$ cat src/rtl/datapath_core_param.sv
// datapath_core_param: parametrised single-Xbus datapath (no memory) with
// general registers (register 0 is PC), MAR/WDR/T/I, an ALU writing R and FLG,
// and an iterative shift-add multiplier that owns the R/H result pair.
module datapath_core_param #(
  parameter int WIDTH = 8,
  parameter int NREG  = 4,
  parameter int SELW  = $clog2(NREG + 5),
  parameter int DBGW  = $clog2(NREG + 8)
) (
  input  logic              clock,
  input  logic              reset,
  input  logic [WIDTH-1:0]  RD,
  output logic [WIDTH-1:0]  WD,
  output logic [WIDTH-1:0]  MA,
  input  logic [SELW-1:0]   xsrc,
  input  logic [SELW-1:0]   xdst,
  input  logic [3:0]        aluop,
  input  logic              Rwe,
  input  logic              FLGwe,
  input  logic              mul_start,
  output logic              mul_busy,
  output logic              mul_done,
  output logic [WIDTH-1:0]  I,
  output logic [2:0]        SZCy,
  input  logic [DBGW-1:0]   dbg_addr,
  output logic [WIDTH-1:0]  dbg_data
);

  localparam int CNTW = $clog2(WIDTH + 1);

  typedef enum logic [1:0] {
    MUL_IDLE,
    MUL_RUN,
    MUL_DONE
  } mul_state_t;

  // Architectural registers
  logic [WIDTH-1:0] gpr [NREG];
  logic [WIDTH-1:0] mar_q, wdr_q, t_q, i_q, r_q, h_q, flg_q;

  // Bus and ALU signals
  logic [WIDTH-1:0] xbus;
  logic [WIDTH-1:0] alu_res;
  logic             alu_cy;
  logic [WIDTH:0]   alu_ext;
  logic [WIDTH-1:0] alu_flg;

  // Multiplier state
  mul_state_t       state_q, state_d;
  logic [CNTW-1:0]  cnt_q;
  logic [WIDTH-1:0] mcand_q;
  logic [2*WIDTH-1:0] acc_q, acc_next;
  logic [WIDTH:0]   upper_sum;
  logic [WIDTH-1:0] prod_flg;
  logic             last_step;
  logic             mul_accept;
  logic             alu_locked;

  assign WD   = wdr_q;
  assign MA   = mar_q;
  assign I    = i_q;
  assign SZCy = flg_q[3:1];

  // Xbus source multiplexer; unassigned codes drive zero
  always_comb begin
    xbus = '0;
    for (int i = 0; i < NREG; i++) begin
      if (xsrc == SELW'(i)) xbus = gpr[i];
    end
    if (xsrc == SELW'(NREG))     xbus = r_q;
    if (xsrc == SELW'(NREG + 1)) xbus = h_q;
    if (xsrc == SELW'(NREG + 2)) xbus = RD;
    if (xsrc == SELW'(NREG + 3)) xbus = flg_q;
    if (xsrc == SELW'(NREG + 4)) xbus = '1;
  end

  // ALU: a = Xbus, b = T, carry-in = FLG[1]; bit WIDTH of the extended result is carry/borrow
  always_comb begin
    alu_res = xbus;
    alu_cy  = 1'b0;
    alu_ext = '0;
    case (aluop)
      4'd1: begin
        alu_ext = {1'b0, xbus} + {1'b0, t_q};
        alu_res = alu_ext[WIDTH-1:0];
        alu_cy  = alu_ext[WIDTH];
      end
      4'd2: begin
        alu_ext = {1'b0, xbus} - {1'b0, t_q};
        alu_res = alu_ext[WIDTH-1:0];
        alu_cy  = alu_ext[WIDTH];
      end
      4'd3: alu_res = xbus & t_q;
      4'd4: alu_res = xbus | t_q;
      4'd5: alu_res = xbus ^ t_q;
      4'd6: begin
        alu_ext = {1'b0, xbus} + {1'b0, t_q} + {{WIDTH{1'b0}}, flg_q[1]};
        alu_res = alu_ext[WIDTH-1:0];
        alu_cy  = alu_ext[WIDTH];
      end
      4'd7: begin
        alu_ext = {1'b0, xbus} - {1'b0, t_q} - {{WIDTH{1'b0}}, flg_q[1]};
        alu_res = alu_ext[WIDTH-1:0];
        alu_cy  = alu_ext[WIDTH];
      end
      4'd8: begin
        alu_res = {xbus[WIDTH-2:0], 1'b0};
        alu_cy  = xbus[WIDTH-1];
      end
      4'd9: begin
        alu_res = {1'b0, xbus[WIDTH-1:1]};
        alu_cy  = xbus[0];
      end
      default: alu_res = xbus;
    endcase
    alu_flg      = '0;
    alu_flg[3:1] = {alu_res[WIDTH-1], (alu_res == '0), alu_cy};
  end

  // One shift-add step: conditionally add the multiplicand to the upper half, then shift right
  always_comb begin
    upper_sum = {1'b0, acc_q[2*WIDTH-1:WIDTH]} + (acc_q[0] ? {1'b0, mcand_q} : '0);
    acc_next  = {upper_sum, acc_q[WIDTH-1:1]};
    prod_flg      = '0;
    prod_flg[3:1] = {acc_next[2*WIDTH-1], (acc_next == '0),
                     (acc_next[2*WIDTH-1:WIDTH] != '0)};
  end

  // Multiplier FSM state register
  always_ff @(posedge clock) begin
    if (reset) state_q <= MUL_IDLE;
    else       state_q <= state_d;
  end

  // Multiplier FSM next state and handshake outputs
  always_comb begin
    state_d    = state_q;
    mul_busy   = 1'b0;
    mul_done   = 1'b0;
    mul_accept = 1'b0;
    last_step  = 1'b0;
    case (state_q)
      MUL_IDLE: begin
        if (mul_start) begin
          mul_accept = 1'b1;
          state_d    = MUL_RUN;
        end
      end
      MUL_RUN: begin
        mul_busy = 1'b1;
        if (cnt_q == CNTW'(WIDTH - 1)) begin
          last_step = 1'b1;
          state_d   = MUL_DONE;
        end
      end
      MUL_DONE: begin
        mul_done = 1'b1;
        state_d  = MUL_IDLE;
      end
      default: state_d = MUL_IDLE;
    endcase
    alu_locked = mul_busy | mul_done;
  end

  // Multiplier operand latch, accumulator and step counter
  always_ff @(posedge clock) begin
    if (reset) begin
      cnt_q   <= '0;
      mcand_q <= '0;
      acc_q   <= '0;
    end else if (mul_accept) begin
      cnt_q   <= '0;
      mcand_q <= xbus;
      acc_q   <= {{WIDTH{1'b0}}, t_q};
    end else if (state_q == MUL_RUN) begin
      cnt_q   <= cnt_q + CNTW'(1);
      acc_q   <= acc_next;
    end
  end

  // R/H/FLG: the multiplier writes the product on its final step; otherwise the ALU may write
  always_ff @(posedge clock) begin
    if (reset) begin
      r_q   <= '0;
      h_q   <= '0;
      flg_q <= '0;
    end else if (last_step) begin
      r_q   <= acc_next[WIDTH-1:0];
      h_q   <= acc_next[2*WIDTH-1:WIDTH];
      flg_q <= prod_flg;
    end else if (!alu_locked) begin
      if (Rwe)   r_q   <= alu_res;
      if (FLGwe) flg_q <= alu_flg;
    end
  end

  // Xbus destination registers; at most one destination is written per cycle
  always_ff @(posedge clock) begin
    if (reset) begin
      for (int i = 0; i < NREG; i++) gpr[i] <= '0;
      mar_q <= '0;
      wdr_q <= '0;
      t_q   <= '0;
      i_q   <= '0;
    end else begin
      for (int i = 0; i < NREG; i++) begin
        if (xdst == SELW'(i)) gpr[i] <= xbus;
      end
      if (xdst == SELW'(NREG))     mar_q <= xbus;
      if (xdst == SELW'(NREG + 1)) wdr_q <= xbus;
      if (xdst == SELW'(NREG + 2)) t_q   <= xbus;
      if (xdst == SELW'(NREG + 3)) i_q   <= xbus;
    end
  end

  // Debug read multiplexer
  always_comb begin
    dbg_data = '0;
    for (int i = 0; i < NREG; i++) begin
      if (dbg_addr == DBGW'(i)) dbg_data = gpr[i];
    end
    if (dbg_addr == DBGW'(NREG))     dbg_data = mar_q;
    if (dbg_addr == DBGW'(NREG + 1)) dbg_data = wdr_q;
    if (dbg_addr == DBGW'(NREG + 2)) dbg_data = t_q;
    if (dbg_addr == DBGW'(NREG + 3)) dbg_data = i_q;
    if (dbg_addr == DBGW'(NREG + 4)) dbg_data = r_q;
    if (dbg_addr == DBGW'(NREG + 5)) dbg_data = h_q;
    if (dbg_addr == DBGW'(NREG + 6)) dbg_data = flg_q;
    if (dbg_addr == DBGW'(NREG + 7)) dbg_data = xbus;
  end

endmodule

$ cat config.mk
export PLATFORM = sky130hd
export DESIGN_NAME = datapath_core_param
export DESIGN_NICKNAME = d
export VERILOG_FILES = /design/src/rtl/datapath_core_param.sv
export SDC_FILE = /design/constraint.sdc
export NUM_CORES = 1
export LEC_CHECK = 0
export ABC_CLOCK_PERIOD_IN_PS = 7300
export CORE_MARGIN = 5
export CORE_UTILIZATION = 55
export CTS_CLUSTER_DIAMETER = 60
export DETAILED_ROUTE_END_ITERATION = 10
export PLACE_DENSITY = 0.86
export SETUP_SLACK_MARGIN = 0.5
export SYNTH_ARGS = -nofsm -noshare
export SYNTH_HDL_FRONTEND = slang
export SYNTH_SLANG_ARGS = --single-unit
$ cat constraint.sdc
create_clock -name clock -period 7.3 [get_ports clock]
set_input_delay 0.73 -clock clock [delete_from_list [all_inputs] [get_ports clock]]
set_output_delay 0.73 -clock clock [all_outputs]
set_load 0.05 [all_outputs]
-- After elaboration in Yosys (flattened, before gate mapping)
Memory sizes are Yosys's and may differ from the RTL's.
Index checks and enable logic that the tools add are counted.
- bits in writable memories: 32
- word-level logic and storage cells: 141
- output and inout port bits: 37
- bits in registers: 81
- memories kept: 1
- memory list (memory ; words ; width ; read ports ; clocked after memory_dff ; wr ports ; line ; text):
    gpr ; 4 ; 8 ; 4 ; 0 ; 4 ; 38 ; logic [WIDTH-1:0] gpr [NREG];
- add/subtract/negate cells: 6
- reductions and logical operators: 14
- bitwise operators: 8
- mux-type cells: 59
- equality and inequality tests: 41
- operator list (operator ; number):
    8-bit two-way mux ; 31
    8-bit case mux with 9 select lines ; 1
    4-bit by 3-bit == test with 1-bit output (second input constant) ; 17
    4-bit by 2-bit == test with 1-bit output (second input constant) ; 8
    4-bit == test (second input constant) ; 7
    1-bit two-way mux ; 20
    8-bit by 8-bit adder with 9-bit output ; 2
    4-bit by 1-bit == test with 1-bit output (second input constant) ; 4
    16-bit logical NOT ; 1
    4-bit logical NOT ; 3
    4-bit two-way mux ; 3
    9-bit by 1-bit adder with 9-bit output ; 1
    8-bit by 8-bit subtractor with 9-bit output ; 1
    9-bit by 1-bit subtractor with 9-bit output ; 1
    8-bit AND ; 1
    8-bit logical NOT ; 1
    8-bit OR ; 1
    8-bit nonzero test ; 1
    8-bit XOR ; 1
    2-bit != test (second input constant) ; 3
    1-bit case mux with 6 select lines ; 1
    2-bit AND reduction ; 3
    2-bit nonzero test ; 3
    1-bit OR ; 5
    7 further kinds ; 8

-- Longest topological paths before layout
Gate-level depths: netlist (run 1).
- word-level depth: 17
- depth in mapped cells: 21
- gate-level depth less buffers: 17

-- Worst setup path after synthesis (run 1)
OpenSTA, ideal clock, no wires.
- path kind: input to register
- from: input port xsrc[0]
- to: register flg_q[2]
- data required time: 7241 ps
- slack: 2698 ps
- arrival time: 4543 ps
- stages: 16
- cell sequence: buf_6 -> mux4_2 -> or2_1 -> a31oi_2 -> clkbuf_1 -> ha_1 -> inv_1 -> fa_1 -> nor2b_1 -> o31ai_1 -> xnor2_1 -> o311a_1 -> a211oi_1 -> a31oi_2 -> nor4b_2 -> a32o_2
- word-level cells in the longest chain between the ends: 17
- elaborated cells between the ends (all ways): 30
- classes of those cells: add/sub (4); eq/ne (8); mux (13); bitwise (3); reduce/logical (2)
- ends and longest elaborated chain (what ; line ; text):
    from (decl) ; 15 ; input logic [SELW-1:0] xsrc,
    4-bit logical NOT ; 68 ; if (xsrc == SELW'(i)) xbus = gpr[i];
    8-bit two-way mux (4 in a row) ; 68 ;
    8-bit two-way mux ; 70 ; if (xsrc == SELW'(NREG)) xbus = r_q;
    8-bit two-way mux ; 71 ; if (xsrc == SELW'(NREG + 1)) xbus = h_q;
    8-bit two-way mux ; 72 ; if (xsrc == SELW'(NREG + 2)) xbus = RD;
    8-bit two-way mux ; 73 ; if (xsrc == SELW'(NREG + 3)) xbus = flg_q;
    8-bit two-way mux (*) ; 74 ; if (xsrc == SELW'(NREG + 4)) xbus = '1;
    8-bit by 8-bit subtractor with 9-bit output / 8-bit by 8-bit adder with 9-bit output (equally long branches) ; -- ;
    9-bit by 1-bit subtractor with 9-bit output / 9-bit by 1-bit adder with 9-bit output (equally long branches) ; 102, 97 ;
    8-bit case mux with 9 select lines (*) ; 82 ; case (aluop)
    8-bit logical NOT (*) ; 117 ; alu_flg[3:1] = {alu_res[WIDTH-1], (alu_res == '0), alu_cy};
    4-bit two-way mux (*) ; 193 ; if (FLGwe) flg_q <= alu_flg;
    4-bit two-way mux (*) ; 191 ; end else if (!alu_locked) begin
    4-bit two-way mux (*) ; 187 ; end else if (last_step) begin
    to (signal assigned) ; 190 ; flg_q <= prod_flg;
    to (signal assigned) ; 193 ;
    to (decl) ; 39 ; logic [WIDTH-1:0] mar_q, wdr_q, t_q, i_q, r_q, h_q, flg_q;
Mark *: on every way between the ends. The rest lies on a longest branch, timed or not. The select of a mux whose other input is x is not followed.
A chain may end at the register's enable or synchronous reset.

-- Worst setup path after layout (run 1)
- from: input port xsrc[1]
- to: register flg_q[2]
- word-level cells in the longest chain between the ends: 17
- elaborated cells between the ends (all ways): 30
- classes of those cells: add/sub (4); eq/ne (8); mux (13); bitwise (3); reduce/logical (2)
- ends and longest elaborated chain (what ; line ; text):
    4-bit logical NOT ; 68 ;
    8-bit two-way mux (4 in a row) ; 68 ;
    8-bit two-way mux ; 70 ;
    8-bit two-way mux ; 71 ;
    8-bit two-way mux ; 72 ;
    8-bit two-way mux ; 73 ;
    8-bit two-way mux (*) ; 74 ;
    net xbus[3] ; 42 ; logic [WIDTH-1:0] xbus;
    8-bit by 8-bit subtractor with 9-bit output / 8-bit by 8-bit adder with 9-bit output (equally long branches) ; -- ;
    9-bit by 1-bit subtractor with 9-bit output / 9-bit by 1-bit adder with 9-bit output (equally long branches) ; 102, 97 ;
    8-bit case mux with 9 select lines (*) ; 82 ;
    8-bit logical NOT (*) ; 117 ;
    4-bit two-way mux (*) ; 193 ;
    4-bit two-way mux (*) ; 191 ;
    4-bit two-way mux (*) ; 187 ;
The timed path passes the listed nets; every way through them passes the cells marked *. The select of a mux whose other input is x is not followed.

==> results of run 1 <==
## layer usage
| metal | share of wire [%] | wire length, um | GRT usage, % | up-vias |
|---|---|---|---|---|
| met4 | 5.5 | 1510 | 14.9 | 0 |
| met5 | 0 | 0 | 0 | - |
| li1 | - | - | - | 3755 |
| met3 | 11 | 3030 | 6.72 | 121 |
| met1 | 39 | 10800 | 41.6 | 3844 |
| met2 | 44 | 12200 | 46.5 | 552 |
## final cells by class
cell class	instances	area (um2)	area share [%]
multi-input combinational	778	5330	55.1
sequential	113	2580	26.7
timing repair buffer	81	761	7.87
clock buffer	18	439	4.54
tap	188	235	2.43
inverter	45	169	1.75
clock inverter	14	151	1.57
## cells by family after synthesis
family                     share of synthesized area, %
buffers and inverters                              5.32
muxes                                              8.92
DFF                                                30.9
xor gates and xnor gates                           2.19
and+or+nand+nor                                    21.1
AOI/OAI and AO/OA                                  24.6
adders and majority gates                          6.87
## report_power, final
group	total [uW]	internal (uW)	switching [uW]
sequential	709	676	32.8
clock	830	514	315
combinational	472	170	302
## synthesized netlist by cell type (all sizes together), types with 6 or more instances
cell type	count
a221oi	8
nand2b	17
and2	12
xor2	8
xnor2	12
edfxtp	32
o21a	10
mux4	12
or3	7
buf	15
mux2i	44
o211ai	12
a21oi	56
nor2b	20
or2	6
o21ai	44
clkbuf	52
nand2	59
a31oi	11
dfxtp	81
o311ai	6
inv	44
o22ai	11
nand3	12
nor2	170
o31ai	6
and3	8
ha	41
nor3	20
a211oi	65
a22oi	7
nor4	8
nand3b	6
o32ai	8
## final timing paths
path	depth (start not counted)	slack, ns	end
worst max-delay path	14	1.77	flg_q[2]
worst min-delay path	2	0.46	mcand_q[7]
worst max register to register	13	2.80	flg_q[2]
worst min register to register	2	0.46	mcand_q[7]
## through the flow
stage	setup slack [ns]	total power, uW
after floorplan	2.70	1040
after global placement	1.63	1170
after detailed placement	1.54	1170
after CTS	1.97	2000
after global routing	1.51	2080
final	1.77	2010
## critical path: cells and delay by family
family	cells	cell delay, ns
AO/OA/AOI/OAI	5	2.05
adder cells (fa/ha/maj)	1	0.38
buffers and inverters	2	1.13
multiplexers	2	0.89
AND/OR/NAND/NOR	4	0.66
==> results.yml, run 1 <==
logic_synthesis:
  ys_top_cells_by_area: "dfxtp_1, edfxtp_1, nor2_1"
  syn_inst: 1003
  synth_area_per_cell_um2: 8.32
  synth_top_area_share_pct: 19.4
  ys_seq_area_share_pct: 30.9
  yosysUniqueCellTypes: 88
  synth_ff_type: "dfxtp_1"
  synth_top_area_cell: "dfxtp_1"
  yosysWarnings: 0
  synth_area_mm2: 0.00835
  synthesis.nets: 1076
  synth_enable_flop_cells: 32
  yosys_register_bits: 113
  async_flop_share_pct: 0
die:
  num_io_pins: 66
  start_util_pct: 55.5
  core-area_mm2: 0.0150
  die_w_um: 133
  dieArea_mm2: 0.0177
  placementRows: 45
  die_y_um: 133
timing:
  grt_setup_unrepaired: "false"
  whs_ns: 0.461
  finalCriticalPeriod_ns: 5.53
  fmax_ghz: 0.181
  tns_ns: 0
  fin_crit_sh_pct: 75.7
  slew_violations: 0
  finalSetupViolations: 0
  final_hold_viol_count: 0
  worst_pin_slew_ns: 1.10
  fin_worst_skew_ns: 0.00643
  maxSlewHeadroom_pct: 26.1
detailed_routing:
  dr.pass1.iters: 5
  wire_per_inst_um: 22.2
  drc: 0
  viasPerCell: 6.69
  vias: 8272
  ant_nets: 0
  wl_um: 27500
  drtIter0Drc: 1472
layout:
  stdcell_area_mm2: 0.00966
  utilization_pct: 64.3
  top_regs: "gpr (32), acc_q (16)"
  drive_gt1_share_pct: 9.34
  mostFrequentLayoutCells: "nor2_1, dfxtp_1, a211oi_1, clkdlybuf4s50_1, nand2_1"
  finalNonFillerCells: 1237
  final_common_cell: "nor2_1"
  largest_reg_flops: 32
  area_growth_pct: 15.8
  fill_cells: 1201
  regMostFlops: "gpr"
  num_antenna_cells: 0
  num-nets-final: 1109
critical_path:
  worstReg2RegStart: "gpr[1][3]"
  worstSetupEndpointType: "register"
  cpMostUsedCell: "a211oi_1"
  critPathLaunchType: "input pin"
  crit_arrival_ns: 5.84
  crit_path_max_fanout: 14
  path_cells: "clkdlybuf4s50_1 -> mux4_2 -> mux2_2 -> a21oi_2 -> inv_2 -> ha_1 -> nor2b_1 -> a211oi_1 -> nor4_1 -> a211oi_1 -> a211oi_1 -> nor3_2 -> nor3_1 -> a32o_2"
  cp_slowest_stage_delay_ns: 0.99
  slowest_stage: "clkdlybuf4s50_1"
  cp.required_ns: 7.61
  crit_path_start: "xsrc[1]"
  crit_type: "in -> reg"
clock_tree:
  clockRootBuffer: "clkbuf_16"
  cts_tree: "yes"
  cts_max_level: 4
  clock_sinks: 113
  clock_latency_ns: 0.42
  cts_hold_buf: 0
  postCtsSetupRepairBufs: 0
  clock_path_buffers: 2
  cts_resized: 0
  cts_made_buffers: 17
  path_clk_slew_ns: 0.06
global_route:
  grt_pass1_wl_um: 43400
  antenna_found_initial: 0
  grt_pass1_vias: 7771
  grt_usage_pct: 30.7
  grt_max_degree: 68
  overflow: 0
job:
  max_cap_violations: 0
worst_hold_path:
  hold_class: "reg -> reg"
  hold_start: "mcand_q[7]"
placed_design:
  io_buffers: 65
  place_congestion: 0.972
  dpl.cell_count: 1205
  dp_hpwl_um: 19500
  detailed_place.area_mm2: 0.00907
power:
  ir_worst_vdd_mv: 0.171
  leakagePower_uw: 0.00359
  p_per_area_mw_per_mm2: 208
run_status:
  status: "completed"
Note: power is estimated with default switching activity, not from simulation.
==> inputs of run 2 (changes only) <==
--- a/config.mk
+++ b/config.mk
@@ -5,12 +5,12 @@
 export SDC_FILE = /design/constraint.sdc
 export NUM_CORES = 1
 export LEC_CHECK = 0
-export ABC_CLOCK_PERIOD_IN_PS = 7300
+export ABC_CLOCK_PERIOD_IN_PS = 4950
 export CORE_MARGIN = 5
-export CORE_UTILIZATION = 55
+export CORE_UTILIZATION = 54
 export CTS_CLUSTER_DIAMETER = 60
 export DETAILED_ROUTE_END_ITERATION = 10
-export PLACE_DENSITY = 0.86
+export PLACE_DENSITY = 0.88
 export SETUP_SLACK_MARGIN = 0.5
 export SYNTH_ARGS = -nofsm -noshare
 export SYNTH_HDL_FRONTEND = slang
==> constraint.sdc (replaced) <==
create_clock -name clock -period 4.95 [get_ports clock]
set_input_delay 0.495 -clock clock [delete_from_list [all_inputs] [get_ports clock]]
set_output_delay 0.495 -clock clock [all_outputs]
set_load 0.05 [all_outputs]
==> run 2 against run 1 <==
- sequential share of layout area shrank 0.71 points
- total power up 45%
- first-iteration DRC count fell by 5.4%
- non-clock buffer count up 23
- clock skew increased by 0.0032 ns
- die area grew 1.7%
- largest power group unchanged
- register-to-register slack lost 2.0 ns
- worst setup slack lost 1.1 ns
- global-route usage down 1.2 points
- largest cell class unchanged
- cell count rose by 1.9%
==> results.yml, run 2 (synthesized netlist as in run 1, its figures left out) <==
clock_tree:
  cts_max_level: 4
  cts_made_buffers: 17
  clock_latency_ns: 0.43
  clock_path_buffers: 2
  cts_tree: "yes"
  clockRootBuffer: "clkbuf_16"
  cts_hold_buf: 0
  clock_sinks: 113
  path_clk_slew_ns: 0.05
timing:
  fin_crit_sh_pct: 85.5
  maxSlewHeadroom_pct: 29.2
  finalSetupViolations: 0
  worst_pin_slew_ns: 1.06
  fin_ws_ns: 0.720
  fmax_ghz: 0.236
  tns_ns: 0
  final_hold_viol_count: 0
  finalCriticalPeriod_ns: 4.23
  grt_setup_unrepaired: "false"
  fin_worst_skew_ns: 0.00963
  whs_ns: 0.459
  slew_violations: 0
placed_design:
  place_congestion: 1.02
  io_buffers: 65
  place_ws_ns: 0.136
  dp_hpwl_um: 19800
  dpl.cell_count: 1228
critical_path:
  crit_end: "flg_q[2]"
  crit_arrival_ns: 4.55
  cp_num_buf_inv: 5
  worst-path-stages: 17
  rr_endpoint: "flg_q[2]"
  reg2reg_depth: 13
  crit_path_start: "xsrc[3]"
  crit_path_max_fanout: 6
  cpMostUsedCell: "inv_1"
  critPathLaunchType: "input pin"
  r2r_slack_ns: 0.80
  crit_type: "in -> reg"
  worstSetupEndpointType: "register"
  cp.required_ns: 5.27
  worstReg2RegStart: "flg_q[1]"
  cp_slowest_stage_delay_ns: 0.57
  slowest_stage: "nor4_2"
  path_cells: "clkdlybuf4s50_1 -> inv_1 -> nor4_2 -> a31oi_4 -> inv_1 -> ha_1 -> inv_1 -> fa_1 -> or2_1 -> a21oi_1 -> xnor2_1 -> buf_4 -> a2111oi_4 -> or3_1 -> a31oi_2 -> nor4b_2 -> a32o_2"
  crit_family: "simple AND/OR/NAND/NOR gates"
detailed_routing:
  viasPerCell: 6.69
  drtIter0Drc: 1392
  wl_um: 27500
  drc: 0
  ant_nets: 0
  dr.pass1.iters: 6
  vias: 8424
  wire_per_inst_um: 21.8
die:
  dieArea_mm2: 0.0180
  die_y_um: 134
  num_io_pins: 66
  core-area_mm2: 0.0152
  placementRows: 45
  start_util_pct: 54.9
  die_w_um: 134
global_route:
  grt_pass1_vias: 7919
  overflow: 0
  grt_usage_pct: 29.4
  antenna_found_initial: 0
  grt_pass1_wl_um: 41600
  grt_max_degree: 68
layout:
  num-nets-final: 1132
  drive_gt1_share_pct: 12.2
  utilization_pct: 65.3
  fill_cells: 1198
  area_growth_pct: 18.9
  regMostFlops: "gpr"
  largest_reg_flops: 32
  mostFrequentLayoutCells: "nor2_1, dfxtp_1, a211oi_1"
  top_regs: "gpr (32), acc_q (16)"
  finalNonFillerCells: 1260
  final_common_cell: "nor2_1"
  num_antenna_cells: 0
power:
  power_frac_seq_pct: 35.9
  leakagePower_uw: 0.00374
  netSwitchingFraction_pct: 32.1
  p_per_area_mw_per_mm2: 293
  p_comb_share_pct: 25.6
  power.internal_uw: 1980
  clkPwrFrac_pct: 38.5
  ir_worst_vdd_mv: 0.250
  net-switching-power_uw: 935
job:
  max_cap_violations: 0
run_status:
  status: "completed"
worst_hold_path:
  hold_class: "reg -> reg"
-- run 2: cell count changes in the layout (fill, tap and decap cells not counted), moves of 2 or more --
cell	before	now
buf_12	0	4
dlymetal6s2s_1	0	3
clkinv_2	2	5
clkbuf_1	0	3
inv_6	4	0
buf_6	0	2
buf_4	16	39
clkdlybuf4s50_1	63	54
clkinvlp_4	3	5
clkinv_4	2	0
-- run 2: worst min path at each step --
| stage | startpoint | to | depth (start not counted) |
|---|---|---|---|
| after CTS | mcand_q[7] | mcand_q[7] | 2 |
| after global routing | mcand_q[7] | mcand_q[7] | 2 |
| final | mcand_q[7] | mcand_q[7] | 2 |
| after global placement | mcand_q[7] | mcand_q[7] | 2 |
| after floorplan | mcand_q[7] | mcand_q[7] | 2 |
| after detailed placement | mcand_q[7] | mcand_q[7] | 2 |
-- run 2: worst reg2reg max path: cells and delay by family (launching register included) --
kind | cells | cell delay, ns
multiplexers | 1 | 0.52
adder cells (fa/ha/maj) | 1 | 0.38
AO/OA/AOI/OAI | 6 | 1.47
AND/OR/NAND/NOR | 4 | 1.09
flip-flops | 1 | 0.43
buffers and inverters | 1 | 0.21
-- run 2: power by group through the flow --
| stage | clock (uW) | sequential [uW] | combinational, uW |
|---|---|---|---|
| after floorplan | 0 | 1060 | 469 |
| after global placement | 0 | 1060 | 683 |
| after detailed placement | 0 | 1060 | 695 |
| after CTS | 1110 | 1040 | 701 |
| after global routing | 1160 | 1050 | 793 |
| final | 1120 | 1040 | 745 |
-- run 2: layer usage --
layer  GRT usage, %  up-vias  part of all wire (%)
met5              0        -                     0
met4           14.6        0                   4.7
met3           8.78      123                    12
met2           45.7      564                    46
met1           37.4     3926                    38
li1               -     3811                     -
-- run 2: area by class of cell --
| cell class | instances | area (um2) | area share [%] |
|---|---|---|---|
| clock buffer | 21 | 450 | 4.54 |
| inverter | 45 | 169 | 1.70 |
| tap | 188 | 235 | 2.37 |
| multi-input combinational | 778 | 5410 | 54.5 |
| sequential | 113 | 2580 | 26.0 |
| clock inverter | 11 | 92.6 | 0.933 |
| timing repair buffer | 104 | 983 | 9.91 |
-- run 2: timing repair --
item,in CTS,in global routing
setup endpoints to repair,0,8
buffers inserted,0,0
resized for setup,0,20
-- run 2: metrics by stage --
stage                     power (uW)  area (um2)
after floorplan                 1530        8350
after global placement          1740        9260
after detailed placement        1760        9260
after CTS                       2860        9810
after global routing            3010        9930
final                           2910        9930
==> inputs of run 3 (changes only) <==
--- a/config.mk
+++ b/config.mk
@@ -6,12 +6,15 @@
 export NUM_CORES = 1
 export LEC_CHECK = 0
 export ABC_CLOCK_PERIOD_IN_PS = 4950
+export CAP_MARGIN = 20
 export CORE_MARGIN = 5
 export CORE_UTILIZATION = 54
 export CTS_CLUSTER_DIAMETER = 60
 export DETAILED_ROUTE_END_ITERATION = 10
+export HOLD_SLACK_MARGIN = 0.12
 export PLACE_DENSITY = 0.88
 export SETUP_SLACK_MARGIN = 0.5
+export SLEW_MARGIN = 20
 export SYNTH_ARGS = -nofsm -noshare
 export SYNTH_HDL_FRONTEND = slang
 export SYNTH_SLANG_ARGS = --single-unit
==> results of run 3 <==
Same layout as run 2: the final DEF is identical, and so are final timing and power.
==> patch 1: new RTL, settings of run 2 <==
Set the parameter `WIDTH` to 4 (it was 8).
--- a/src/rtl/datapath_core_param.sv
+++ b/src/rtl/datapath_core_param.sv
@@ -2,7 +2,7 @@
 // general registers (register 0 is PC), MAR/WDR/T/I, an ALU writing R and FLG,
 // and an iterative shift-add multiplier that owns the R/H result pair.
 module datapath_core_param #(
-  parameter int WIDTH = 8,
+  parameter int WIDTH = 4,
   parameter int NREG  = 4,
   parameter int SELW  = $clog2(NREG + 5),
   parameter int DBGW  = $clog2(NREG + 8)
Ports: changed (5 resized); port bits go from 66 to 46. The function was not compared with the original's and may differ.
==> patch 1 against run 2 <==
Routed wire length decreased by 57%; critical path type is now input port to output port; total power decreased by 55%; sequential share of layout area increased by 0.95 points; worst setup slack improved by 0.088 ns; critical path depth decreased by 7; sequential cell count decreased by 53; area after synthesis decreased by 49%; cell area decreased by 49%.
==> patch 1: results (changes against run 2) <==
Place
  – Cells after DPL: 652 (-47%)
  – PortBufs: 45 (-31%)
  – Post-placement cell area: 4830 um^2 (-48%)
  – Place WS: 0.0581 ns (-0.0778 ns)
  – RePlAce Congestion: 1.04 (+2.1%)
  – Hpwl dp: 8.74 mm (-56%)

GRT
  – Initial antenna violation count: 0 (unchanged)
  – Total Routing Usage GR: 0.240 (-0.0545)
  – First-pass GRT wire length: 19.2 mm (-54%)
  – Largest net degree at the start of global routing: 26 (-62%)
  – Vias in the first global route: 3862 (-51%)

Layout
  – Top Registers: gpr x16, acc_q x8
  – Fin cells: 669 (-47%)
  – Layout cells sized above 1: 0.0899 (-0.0323)
  – Nets: 612 (-46%)
  – Antenna cells: 0 (unchanged)

Clock network
  – Worst-path clk slew: 0.07 ns (+0.02 ns)
  – Num CTS Buffers: 9 (-8)
  – Root Buffer: clkbuf_8
  – Worst skew pair latency: 0.35 ns (-0.08 ns)
  – H-tree Lvls: 3 (-1)
  – Clk buf depth: 2 (unchanged)

Setup path
  – CP startpoint: dbg_addr[2]
  – Worst Path Arrival: 3.65 ns (-0.90 ns)
  – Slowest-stage cell, CP: clkdlybuf4s50_1
  – Worst r2r src: gpr[0][0]
  – Crit Path Max Fanout: 12 (+6)
  – CP top delay family: buffers and inverters
  – FF-to-FF path depth: 18 (+5)
  – Max incr delay on CP: 0.88 ns (+0.31 ns)

Logic synthesis
  – Area contributors post-synth: dfxtp_1, edfxtp_1, nor2_1
  – Post-Syn Nets: 577 (-46%)
  – Post-Synth XOR/XNOR Area: 0.0184 (-0.00350)
  – Compound-Gate Fraction of Synth Area: 0.248 (+0.00145)
  – Mux cell area share after synthesis: 0.0613 (-0.0279)
  – Number of synthesized flops with an enable pin: 16 (-50%)
  – Seq/Total Area, Yosys: 0.317 (+0.00808)
  – Syn avg cell area: 8.14 um^2 (-2.2%)
  – Ys Warns: 0 (unchanged)
  – Adder-Cell Fraction of Synth Area: 0.0782 (+0.00955)
  – Netlist cell types: 64 (-27%)
  – Post-synth top cells: nor2_1, dfxtp_1, a21oi_1, nand2_1

Timing
  – Worst clock skew: 0.0102 ns (+0.000524 ns)
  – Worst Tran Pin Value: 0.964 ns (-0.0946 ns)

Hold path
  – HP Class: flop to flop
  – Hold Crit Start: cnt_q[1]

Pwr
  – Pleak: 1.93 nW (-48%)
  – Internal power: 0.000891 W (-55%)
  – Peak VDD IR: 0.000205 V (-18%)

Detailed routing
  – Vias per cell: 6.19 (-7.3%)
  – DR iter-0 viols: 278 (-80%)
  – First-pass detailed-route iteration total: 7 (+1)
  – Routed Wire Length: 11.9 mm (-57%)

Status
  – Status: completed
## patch 1: stage by stage
step                hold WS [ns]  total power, W
floorplan                  0.440        0.000768
global placement           0.446        0.000862
detailed placement         0.469        0.000869
CTS                        0.480         0.00130
global route               0.506         0.00135
finish                     0.475         0.00131
## patch 1: repair_timing
item / CTS / global route
setup buffers: 0 / 1
endpoints found under the hold margin: 0 / 0
gates resized for setup: 1 / 8
setup endpoints to repair: 2 / 4
pin swaps: 0 / 1
## patch 1: final timing paths
path / endpoint / slack [ns]
setup / recovery: dbg_data[1] / 0.81
hold / removal: cnt_q[1] / 0.47
setup reg to reg: flg_q[2] / 1.06
hold reg to reg: cnt_q[1] / 0.47
## patch 1: layout make-up
class	instances	area, um^2
Clock inverter	2	13.8
Clock buffer	14	184
Tap cell	102	128
Timing Repair Buffer	60	563
Fill cell	602	2680
Sequential cell	60	1360
Inverter	30	113
Multi-Input combinational cell	401	2690
## patch 1: tightest hold or removal path, stage by stage (launching register included)
cell,delay (ns)
dfxtp_1,0.32
nand2_1,0.05
a21oi_1,0.06
## patch 1: power by group through the flow
stage / Combinational (W) / Clock, W / Sequential (W)
after floorplan: 0.000203 / 0 / 0.000565
after global placement: 0.000308 / 0 / 0.000554
after detailed placement: 0.000314 / 0 / 0.000555
after CTS: 0.000316 / 0.000439 / 0.000545
after global routing: 0.000349 / 0.000458 / 0.000547
final: 0.000322 / 0.000438 / 0.000545
## patch 1: metal layers
metal  vias up  global-route usage  part of all wire  wire [um]
met5         -                   0                 0          0
met4         0              0.0819             0.021        253
met3        28              0.0435              0.10       1200
met2       211               0.375              0.46       5460
met1      1919               0.335              0.42       5010
li1       1986                   -                 -          -
==> patch 2: new RTL, settings of run 2 <==
Without the edit above. Register the output `dbg_data`, with the module's reset; this adds one clock of latency there. The other outputs are not delayed to match.
--- a/src/rtl/datapath_core_param.sv
+++ b/src/rtl/datapath_core_param.sv
@@ -34,6 +34,8 @@
     MUL_DONE
   } mul_state_t;
 
+  logic [WIDTH-1:0] dbg_data_d;
+
   // Architectural registers
   logic [WIDTH-1:0] gpr [NREG];
   logic [WIDTH-1:0] mar_q, wdr_q, t_q, i_q, r_q, h_q, flg_q;
@@ -215,18 +217,26 @@
 
   // Debug read multiplexer
   always_comb begin
-    dbg_data = '0;
+    dbg_data_d = '0;
     for (int i = 0; i < NREG; i++) begin
-      if (dbg_addr == DBGW'(i)) dbg_data = gpr[i];
-    end
-    if (dbg_addr == DBGW'(NREG))     dbg_data = mar_q;
-    if (dbg_addr == DBGW'(NREG + 1)) dbg_data = wdr_q;
-    if (dbg_addr == DBGW'(NREG + 2)) dbg_data = t_q;
-    if (dbg_addr == DBGW'(NREG + 3)) dbg_data = i_q;
-    if (dbg_addr == DBGW'(NREG + 4)) dbg_data = r_q;
-    if (dbg_addr == DBGW'(NREG + 5)) dbg_data = h_q;
-    if (dbg_addr == DBGW'(NREG + 6)) dbg_data = flg_q;
-    if (dbg_addr == DBGW'(NREG + 7)) dbg_data = xbus;
+      if (dbg_addr == DBGW'(i)) dbg_data_d = gpr[i];
+    end
+    if (dbg_addr == DBGW'(NREG))     dbg_data_d = mar_q;
+    if (dbg_addr == DBGW'(NREG + 1)) dbg_data_d = wdr_q;
+    if (dbg_addr == DBGW'(NREG + 2)) dbg_data_d = t_q;
+    if (dbg_addr == DBGW'(NREG + 3)) dbg_data_d = i_q;
+    if (dbg_addr == DBGW'(NREG + 4)) dbg_data_d = r_q;
+    if (dbg_addr == DBGW'(NREG + 5)) dbg_data_d = h_q;
+    if (dbg_addr == DBGW'(NREG + 6)) dbg_data_d = flg_q;
+    if (dbg_addr == DBGW'(NREG + 7)) dbg_data_d = xbus;
+  end
+
+  always_ff @(posedge clock) begin
+    if (reset) begin
+      dbg_data <= '0;
+    end else begin
+      dbg_data <= dbg_data_d;
+    end
   end
 
 endmodule
Function: changed (Yosys sat finds a counterexample within 4 cycles, from zero or initial values and one cycle with reset high).
==> patch 2 against run 2 <==
Sequential cell count rose by 8; routed wire length increased by 9.9%; synthesized cell count rose by 2.9%; area after synthesis rose by 3.4%; cell area increased by 2.9%; sequential power rose by 8%; worst setup slack got worse by 0.034 ns; clock power up 6%; hold slack better by 0.0097 ns; utilization fell by 0.53 points; total power up 7.0%; die area rose by 3.1%; critical path type unchanged; largest power group unchanged.
==> patch 2: results (changes against run 2) <==
GRT
  – Largest net degree at the start of global routing: 52 (-24%)
  – Total Routing Usage GR: 0.321 (+0.0261)
  – First-pass GRT wire length: 45.4 mm (+9.0%)
  – Met1 usage: 0.415 (+0.0414)
  – Vias in the first global route: 7968 (+0.62%)
  – Routing usage on met2: 0.490 (+0.0328)
  – Initial antenna violation count: 2 (+2)
  – Met3 Usage GRT: 0.104 (+0.0162)

Layout
  – Clock-cell share of area: 0.0562 (+0.00153)
  – Non-clock buffers: 108 (+3.8%)
  – Fin cells: 1314 (+4.3%)
  – CLK BUF: 20 (-4.8%)
  – Number of multi-input logic gates: 791 (+1.7%)
  – Inverters, non-clock: 46 (+2.2%)
  – Layout cells sized above 1: 0.120 (-0.00198)
  – Nets: 1158 (+2.3%)
  – Core Util, Final: 0.648 (-0.00535)
  – Antenna cells: 0 (unchanged)
  – Buffering overhead: 0.0969 (-0.00217)
  – Multi-input combinational area share: 0.535 (-0.0104)
  – Fill cells: 1279 (+6.8%)
  – Storage cell area: 2740 um^2 (+6.2%)

Detailed routing
  – DR iter-0 viols: 1436 (+3.2%)
  – Metal2 WL: 13.5 mm (+8.3%)
  – First-pass detailed-route iteration total: 8 (+2)
  – Met1 Wirelength: 11.5 mm (+11%)
  – Routed Wire Length: 30.2 mm (+9.9%)
  – Met3 wire length: 3.69 mm (+11%)
  – Vias: 8613 (+2.2%)
  – Max Used Layer: met5

Logic synthesis
  – Cells after Synth: 1032 (+2.9%)
  – Post-synth top cells: nor2_1, dfxtp_1, a21oi_1, nand2_1, a211oi_1
  – Post-Syn Nets: 1105 (+2.7%)
  – Area contributors post-synth: dfxtp_1, edfxtp_1, nor2_1
  – Netlist cell types: 85 (-3.4%)
  – Seq/Total Area, Yosys: 0.318 (+0.00851)
  – Syn avg cell area: 8.36 um^2 (+0.45%)

Pwr
  – Final Power: 0.00311 W (+7.0%)
  – Peak VDD IR: 0.000358 V (+43%)
  – Sw power: 0.00105 W (+12%)
  – Pleak: 3.78 nW (+0.91%)
  – Sequential group share of total power: 0.361 (+0.002)

Place
  – RePlAce Congestion: 1.07 (+5.2%)
  – Post-placement cell area: 9550 um^2 (+3.1%)
  – Place WS: 0.0560 ns (-0.0799 ns)
  – Hpwl dp: 21.3 mm (+7.6%)

Clock network
  – Sink Count: 121 (+7.1%)
  – Root Buffer: clkbuf_16
  – H-tree Lvls: 4 (unchanged)
  – PostCTS Resize Cnt: 1 (+1)

Timing
  – Worst clock skew: 0.0142 ns (+0.00458 ns)
  – Worst Tran Pin Value: 1.09 ns (+0.0316 ns)

Setup path
  – Worst Path Arrival: 4.60 ns (+0.05 ns)
  – CP top delay family: compound AO/OA/AOI/OAI gates
  – Slowest-stage cell, CP: clkdlybuf4s50_1

Status
  – Status: completed
patch 2: changes by cell type after synthesis, moves of 5 or more:
cell,before,now
a21oi_1,55,71
a211oi_1,63,51
mux2i_1,44,35
dfxtp_1,81,89
nand3b_1,6,0
o32ai_1,8,2
a31oi_1,8,13
buf_2,7,12
nor2b_1,20,25
xnor2_1,11,16
patch 2: final timing paths:
| kind | cells after the start | endpoint | slack, ns | startpoint |
|---|---|---|---|---|
| max | 19 | flg_q[2] | 0.69 | xsrc[2] |
| min | 2 | mcand_q[4] | 0.47 | mcand_q[4] |
| max reg2reg | 16 | flg_q[2] | 0.87 | r_q[0] |
| min reg2reg | 2 | mcand_q[4] | 0.47 | mcand_q[4] |
patch 2: kinds of logic after synthesis:
logic type,after synthesis,synth area share
simple gates,373,0.206
compound gates,292,0.241
flops,121,0.318
buf+inv,120,0.0576
mux,54,0.0798
fa+ha+maj,44,0.0664
xor+xnor,28,0.0310
